--- config.mk ---
export PLATFORM = sky130hd
export DESIGN_NAME = jump_input_conditioner
export DESIGN_NICKNAME = d
export VERILOG_FILES = /design/src/rtl/jump_input_conditioner_pkg.sv /design/src/rtl/jump_input_conditioner_sync_2ff.sv /design/src/rtl/jump_input_conditioner.sv
export SDC_FILE = /design/constraint.sdc
export NUM_CORES = 1
export LEC_CHECK = 0
export BUFFER_PORTS_ARGS = -buffer_cell sky130_fd_sc_hd__buf_2
export CAP_MARGIN = 20
export CORE_ASPECT_RATIO = 0.8
export CORE_MARGIN = 10
export CORE_UTILIZATION = 30
export CTS_CLUSTER_SIZE = 14
export DETAILED_ROUTE_END_ITERATION = 16
export GPL_TIMING_DRIVEN = 0
export SLEW_MARGIN = 20
export SYNTH_ARGS = -nofsm -noshare
export SYNTH_HDL_FRONTEND = slang
export SYNTH_SLANG_ARGS = --single-unit
--- constraint.sdc ---
create_clock -name clock -period 2.48 [get_ports clock]
set_input_delay 0.372 -clock clock [delete_from_list [all_inputs] [get_ports clock]]
set_output_delay 0.372 -clock clock [all_outputs]
set_load 0.005 [all_outputs]
--- src/rtl/jump_input_conditioner_pkg.sv ---
`default_nettype none
// ============================================================================
//  Module      : jump_input_conditioner_pkg
//  Description : Shared button-conditioning state encoding and default
//                debounce constants, reused by the up and down buttons.
//  Revision    : 1.0 - initial release
// ============================================================================
package jump_input_conditioner_pkg;

    // 10 ms at 25 MHz
    localparam int unsigned c_DEBOUNCE_CYCLES_DEFAULT = 250000;
    localparam int unsigned c_CNT_W_DEFAULT           = 18;

    typedef logic [1:0] state_t;

    localparam state_t ST_IDLE        = 2'd0;
    localparam state_t ST_DEB_PRESS   = 2'd1;
    localparam state_t ST_PRESSED     = 2'd2;
    localparam state_t ST_DEB_RELEASE = 2'd3;

    // Debounced level as seen from the state: high once a press is accepted
    function automatic logic state_is_down(input state_t st);
        return (st == ST_PRESSED) || (st == ST_DEB_RELEASE);
    endfunction

endpackage : jump_input_conditioner_pkg
`default_nettype wire

--- src/rtl/jump_input_conditioner_sync_2ff.sv ---
`default_nettype none
// ============================================================================
//  Module      : sync_2ff
//  Description : Two-flop synchronizer for a single asynchronous input bit.
//  Revision    : 1.0 - initial release
// ============================================================================
module sync_2ff (
    input  logic clock,
    input  logic reset,
    input  logic i_d,
    output logic o_q
);

    logic r_meta;
    logic r_sync;

    always_ff @(posedge clock or negedge reset) begin
        if (!reset) begin
            r_meta <= 1'b0;
            r_sync <= 1'b0;
        end else begin
            r_meta <= i_d;
            r_sync <= r_meta;
        end
    end

    assign o_q = r_sync;

endmodule : sync_2ff
`default_nettype wire

--- src/rtl/jump_input_conditioner.sv ---
`default_nettype none
// ============================================================================
//  Module      : jump_input_conditioner
//  Description : Synchronizes and debounces the jump button, emits a press
//                pulse and count, and latches a per-frame jump flag.
//  Revision    : 1.0 - initial release
// ============================================================================
module jump_input_conditioner
    import jump_input_conditioner_pkg::*;
#(
    parameter int unsigned DEBOUNCE_CYCLES = c_DEBOUNCE_CYCLES_DEFAULT,
    parameter int unsigned CNT_W           = c_CNT_W_DEFAULT
) (
    input  logic       clock,
    input  logic       reset,
    input  logic       btn_raw,
    input  logic       frame_tick,
    output logic       jump_level,
    output logic       jump_pulse,
    output logic       jump_frame,
    output logic [7:0] press_count
);

    localparam logic [CNT_W-1:0] c_CNT_LAST = CNT_W'(DEBOUNCE_CYCLES - 1);

    logic             w_sync;
    logic             w_frame_edge;

    state_t           r_state;
    logic [CNT_W-1:0] r_cnt;
    logic             r_level;
    logic             r_pulse;
    logic [7:0]       r_count;

    logic             r_frame_tick_d;
    logic             r_pending;
    logic             r_frame;

    sync_2ff u_sync (
        .clock (clock),
        .reset (reset),
        .i_d   (btn_raw),
        .o_q   (w_sync)
    );

    // Debounce FSM: a level change is accepted only after the counter sees
    // the new value held through DEBOUNCE_CYCLES consecutive samples.
    always_ff @(posedge clock or negedge reset) begin
        if (!reset) begin
            r_state <= ST_IDLE;
            r_cnt   <= '0;
            r_level <= 1'b0;
            r_pulse <= 1'b0;
            r_count <= 8'd0;
        end else begin
            r_pulse <= 1'b0;
            case (r_state)
                ST_IDLE: begin
                    if (w_sync) begin
                        r_state <= ST_DEB_PRESS;
                        r_cnt   <= '0;
                    end
                end
                ST_DEB_PRESS: begin
                    if (!w_sync) begin
                        r_state <= ST_IDLE;
                    end else if (r_cnt == c_CNT_LAST) begin
                        r_state <= ST_PRESSED;
                        r_level <= 1'b1;
                        r_pulse <= 1'b1;
                        r_count <= r_count + 8'd1;
                    end else begin
                        r_cnt <= r_cnt + 1'b1;
                    end
                end
                ST_PRESSED: begin
                    if (!w_sync) begin
                        r_state <= ST_DEB_RELEASE;
                        r_cnt   <= '0;
                    end
                end
                ST_DEB_RELEASE: begin
                    // Bounce back to pressed keeps the level and raises no pulse
                    if (w_sync) begin
                        r_state <= ST_PRESSED;
                    end else if (r_cnt == c_CNT_LAST) begin
                        r_state <= ST_IDLE;
                        r_level <= 1'b0;
                    end else begin
                        r_cnt <= r_cnt + 1'b1;
                    end
                end
                default: begin
                    r_state <= ST_IDLE;
                    r_level <= state_is_down(ST_IDLE);
                end
            endcase
        end
    end

    assign w_frame_edge = frame_tick & ~r_frame_tick_d;

    // A pulse coincident with the frame edge lands in the next frame's pending
    always_ff @(posedge clock or negedge reset) begin
        if (!reset) begin
            r_frame_tick_d <= 1'b0;
            r_pending      <= 1'b0;
            r_frame        <= 1'b0;
        end else begin
            r_frame_tick_d <= frame_tick;
            if (w_frame_edge) begin
                r_frame   <= r_pending;
                r_pending <= r_pulse;
            end else if (r_pulse) begin
                r_pending <= 1'b1;
            end
        end
    end

    assign jump_level  = r_level;
    assign jump_pulse  = r_pulse;
    assign jump_frame  = r_frame;
    assign press_count = r_count;

endmodule : jump_input_conditioner
`default_nettype wire

After elaboration in Yosys (flattened, before gate mapping)
Cells that the tools add are included.
{"block": "word_totals", "mem_bits_rw": 0, "latch_bits": 0, "output_inout_bits": 11, "reg_bits": 35, "n_memories": 0, "inputBits": 4, "romBits": 0}
{"block": "op_classes", "div_mod_pow": 0, "n_lt_le_gt_ge": 0, "addsub": 2, "shift": 0, "mul": 0, "reduce_logical": 7, "n_eq_ne": 12, "bitwise_logic": 2, "muxes": 23}
{"op": "$mux W18", "count": 5}
{"op": "$pmux W18 S4", "count": 1}
{"op": "$add A18 B1 Y18 const B", "count": 1}
{"op": "$eq A18 B18 Y1 const B", "count": 1}
{"op": "$mux W2", "count": 6}
{"op": "$mux W1", "count": 9}
{"op": "$add A8 B1 Y8 const B", "count": 1}
{"op": "$ne A2 B2 Y1 const B", "count": 4}
{"op": "$pmux W2 S4", "count": 1}
{"op": "$reduce_and A4 Y1", "count": 2}
{"op": "$reduce_and A5 Y1", "count": 1}
{"op": "$eq A2 B2 Y1 const B", "count": 2}
{"op": "$ne A2 B1 Y1 const B", "count": 2}
{"op": "$reduce_bool A2 Y1", "count": 2}
{"op": "$ne A3 B2 Y1 const B", "count": 1}
{"op": "$ne A3 B3 Y1 const B", "count": 1}
{"op": "$reduce_and A3 Y1", "count": 1}
{"op": "$eq A2 B1 Y1 const B", "count": 1}
{"op": "$logic_not A2 Y1", "count": 1}
{"op": "$pmux W1 S2", "count": 1}
{"op": "$and A1 B1 Y1", "count": 1}
{"op": "$not A1 Y1", "count": 1}

Longest topological paths before layout
{"block": "logic_depth", "word_depth": 4, "ltp_mapped": 9, "ltp_nobuf": 7}

Cells and area by module
Synthesis repeated with hierarchy kept, for this count alone.
{"block": "unflattened", "hier_cells": 182, "hier_area_um2": 1893.1}
{"module": "jump_input_conditioner", "cells_each": 180, "area_per_inst_um2": 1843.0, "seq_area_each_um2": 825.8, "instances": 1}
{"module": "sync_2ff", "cells_each": 2, "area_per_inst_um2": 50.0, "seq_area_each_um2": 50.0, "instances": 1}

Worst setup path before layout
No wires, ideal clock.
{"block": "synth_timing", "kind": "register to register", "from": "register r_cnt[13]", "to": "register r_count[1], in the netlist press_count[1]", "arrival_ns": 1.930, "period_less_slack_ns": 2.057, "path_buffers": 0, "slack_ns": 0.423, "path_stages_with_launch": 5, "required_time_ns": 2.352, "path_cell_list": "dfrtp_1 or4_4 or4_4 nor2_4 mux2_1"}
{"block": "synth_between", "elab_chain_len": 2}
{"element": "start, declared", "line": "jump_input_conditioner.sv:30", "text": "logic [CNT_W-1:0] r_cnt;"}
{"element": "start signal, assigned", "line": "jump_input_conditioner.sv:73", "text": "r_cnt <= r_cnt + 1'b1;"}
{"element": "start signal, assigned", "line": "jump_input_conditioner.sv:90", "text": "r_cnt <= r_cnt + 1'b1;"}
{"element": "$eq A18 B18 Y1", "line": "jump_input_conditioner.sv:67", "text": "end else if (r_cnt == c_CNT_LAST) begin"}
{"element": "$reduce_and A3 Y1 (no line)"}
{"element": "end signal, assigned", "line": "jump_input_conditioner.sv:71", "text": "r_count <= r_count + 8'd1;"}
{"element": "end, declared", "line": "jump_input_conditioner.sv:33", "text": "logic [7:0] r_count;"}
Every way passes these cells.
A chain may end at the register's enable or synchronous reset.

Final worst setup path
{"block": "layout_timing", "from": "register r_cnt[0]", "to": "register r_cnt[6]"}
{"block": "layout_between", "elab_chain_len": 4, "word_cells_on_any_way": 6}
{"element": "$add A18 B1 Y18 / $eq A18 B18 Y1 (equally long branches)"}
{"element": "$mux W18 *", "line": "jump_input_conditioner.sv:67, jump_input_conditioner.sv:86"}
{"element": "$mux W18 (on tied branches)", "line": "jump_input_conditioner.sv:84, jump_input_conditioner.sv:65"}
{"element": "$pmux W18 S4 *", "line": "jump_input_conditioner.sv:57", "text": "case (r_state)"}
Every way passes the cells marked *; elsewhere a longest branch is shown, timed or not. The select of a mux whose other input is x is not followed.

==> impl_metrics.ini <==
[status]
status = complete, no violations

[place]
portBuffers = 14
gp_congestion = 0.813
hpwl_um = 2500
place_inst = 266
place_area_um2 = 1950

[power]
peakVddDrop_mv = 0.285
power_density_nw_per_um2 = 519
p_leak_nw = 0.918
power_mw = 1.06

[sta]
hold_viol_final = 0
min_period_ns = 2.23
rsz0062_at_grt = no
fin_crit_sh_pct = 89.8
slew_violations = 0
whs_ns = 0.147
slew_headroom_pct = 49.2
worst_slew_pin_slew_ns = 0.763
setup_viol = 0
skew_ns = 0.00845
fmax_mhz = 449
tns_ns = 0

[setup_path]
critical_path.endpoint_type = flip-flop
cp_max_fo = 10
startpoint = r_cnt[0]
critPathLaunchType = flip-flop
critPathSlowestCell = a21oi_2
path_delay_family = compound AO/OA/AOI/OAI gates
cpPeakStageDelay_ns = 0.43
critPathKind = reg -> reg
worst-path-buf-inv = 2
reg2reg_from = r_cnt[0]
crit_cells = 7
arrival_ns = 2.43
cp_data_required_time_ns = 2.68
ff2ff_path_depth = 7
path_cells = ha_1, and4b_1, clkbuf_1, a21oi_2, buf_2, nand2_1, a31oi_2

[cells_and_area]
instances_no_fill = 274
register_area_um2 = 876
syn_to_final_growth_pct = 14.6
multi_input_area_um2 = 848
drive_gt1_share_pct = 18.7
final_common_cell = dfrtp_1
n_antenna_cell = 0
postLayoutCellArea_um2 = 2040
layout_common_cells = dfrtp_1, buf_2, nand2_1, nand3_1
fill_cells = 615
fin_nets = 198

[floorplan]
io_pins = 15
die_h_um = 88.9
num_rows = 25
start_util_pct = 30.6
core_um2 = 5820
die_w_um = 106
die_area_um2 = 9430

[synthesis]
syn_area_um2 = 1780
syn-num-nets = 177
syn_inst = 171
yosysSeqAreaShare_pct = 49.2
yosysWarnings = 0
yosysUniqueCellTypes = 43
synthDominantCellAreaShare_pct = 49.2
ys_ff_latch = 35
synth.area.top_cells = dfrtp_1, a22o_1, xnor2_1
syn-mean-instance-area_um2 = 10.4
yosys.area.top_type = dfrtp_1

[route]
wl_per_cell_um = 13.6
drt.antenna.violating_nets = 0
num_vias = 1339
drt-total-wl_um = 3720
drt_iter0_markers = 98
vias_per_cell = 4.89
firstDrtPassIters = 4
drc = 0

[clocking]
ctsHoldBuffers = 0
clockBufferDepth = 2
cts_resized = 0
clkSinkCount = 35
cts_made_buffers = 5
postCtsSetupBuffers = 0
clk_latency_ns = 0.29
cts_tree = built
clk_pin_slew_ns = 0.08
cts.htree.levels = 2
root_buffer = clkbuf_8

[global_route]
grt_pass1_vias = 1251
grt_max_degree = 36
grt_pass1_wl_um = 6330
grt_overflow = 0
antenna_found_initial = 0
gr-usage-all-layers_pct = 8.35

[run]
cap_violations = 0

[min_path]
hp-class = in -> async
==> where the power goes <==
| part | switching, mW | internal (mW) |
|---|---|---|
| logic | 0.0423 | 0.0191 |
| registers | 0.00557 | 0.580 |
| clock network | 0.215 | 0.196 |
| total | 0.263 | 0.795 |
==> sequential cells by signal, indices dropped and copies added (netlist names), named ones only <==
| signal | flops |
|---|---|
| jump_frame | 1 |
| r_pending | 1 |
| u_sync.r_meta | 1 |
| r_frame_tick_d | 1 |
| u_sync.o_q | 1 |
| press_count | 8 |
| jump_level | 1 |
| jump_pulse | 1 |
| r_cnt | 18 |
| r_state | 1 |
==> final timing paths <==
kind	slack, ns	endpoint
setup / recovery	0.25	r_cnt[6]
hold / removal	0.15	u_sync.o_q
setup reg to reg	0.25	r_cnt[6]
hold reg to reg	0.35	u_sync.o_q
max in group asynchronous	1.83	r_cnt[2]
min in group clock	0.18	u_sync.r_meta
==> Yosys cell counts <==
cell type and instances:
nand3_1 9, a21bo_1 1, or3_1 1, o21a_1 1, nor2_4 1, buf_2 2
o21ai_0 2, nand4bb_1 1, nor2_1 7, ha_1 2, buf_6 1, and4b_1 1
or4_1 1, a31oi_2 3, nor3b_1 1, or4_4 2, a21o_1 2, xor2_1 2
nor3_1 3, a21oi_1 8, clkbuf_1 6, nand4_1 7, nor4_2 1, mux2_1 5
dfrtp_1 35, xnor2_1 7, inv_2 1, and4_1 2, o21ai_4 1, o21ai_2 1
and3_1 4, a31oi_1 5, o21ai_1 6, nor4_1 3, nor2b_1 1, a22o_1 7
a41oi_1 1, mux2_2 1, mux2i_1 1, nand2b_1 5, inv_1 3, nand2_1 16
nand4b_1 1
==> kinds of logic (layout without fill, tap and decap cells) <==
logic type	Yosys count	count (layout)	share of synthesized area [%]
adders and majority gates	2	2	1.41
DFF	35	35	49.2
buffers and inverters	13	35	3.30
AOI/OAI and AO/OA	38	38	15.5
xor gates and xnor gates	9	9	4.43
muxes	7	7	4.36
and+or+nand+nor	67	67	21.7
==> per-stage QoR <==
step | worst slack (ns) | utilization (%)
4_1_cts | 0.0471 | 35.0
3_3_place_gp | 0.0904 | 33.5
3_5_place_dp | 0.0907 | 33.5
6_report | 0.254 | 35.1
2_1_floorplan | 0.423 | -
5_1_grt | 0.0762 | 35.1
==> final cells by class <==
cell class	instances	area share (%)
clock buffer	6	3.56
inverter	4	0.736
sequential	35	42.9
buffer	9	2.15
clock inverter	2	0.613
multi-input combinational	123	41.6
timing repair buffer	14	3.44
tap	81	4.97
==> routing by layer <==
layer,global-route usage [%],share of wire [%],vias up
met1,11.4,52,636
met4,2.94,0.78,0
li1,-,-,675
met2,11.9,42,26
met5,0,0,-
met3,2.91,4.8,2
(Power assumes the default switching activity.)
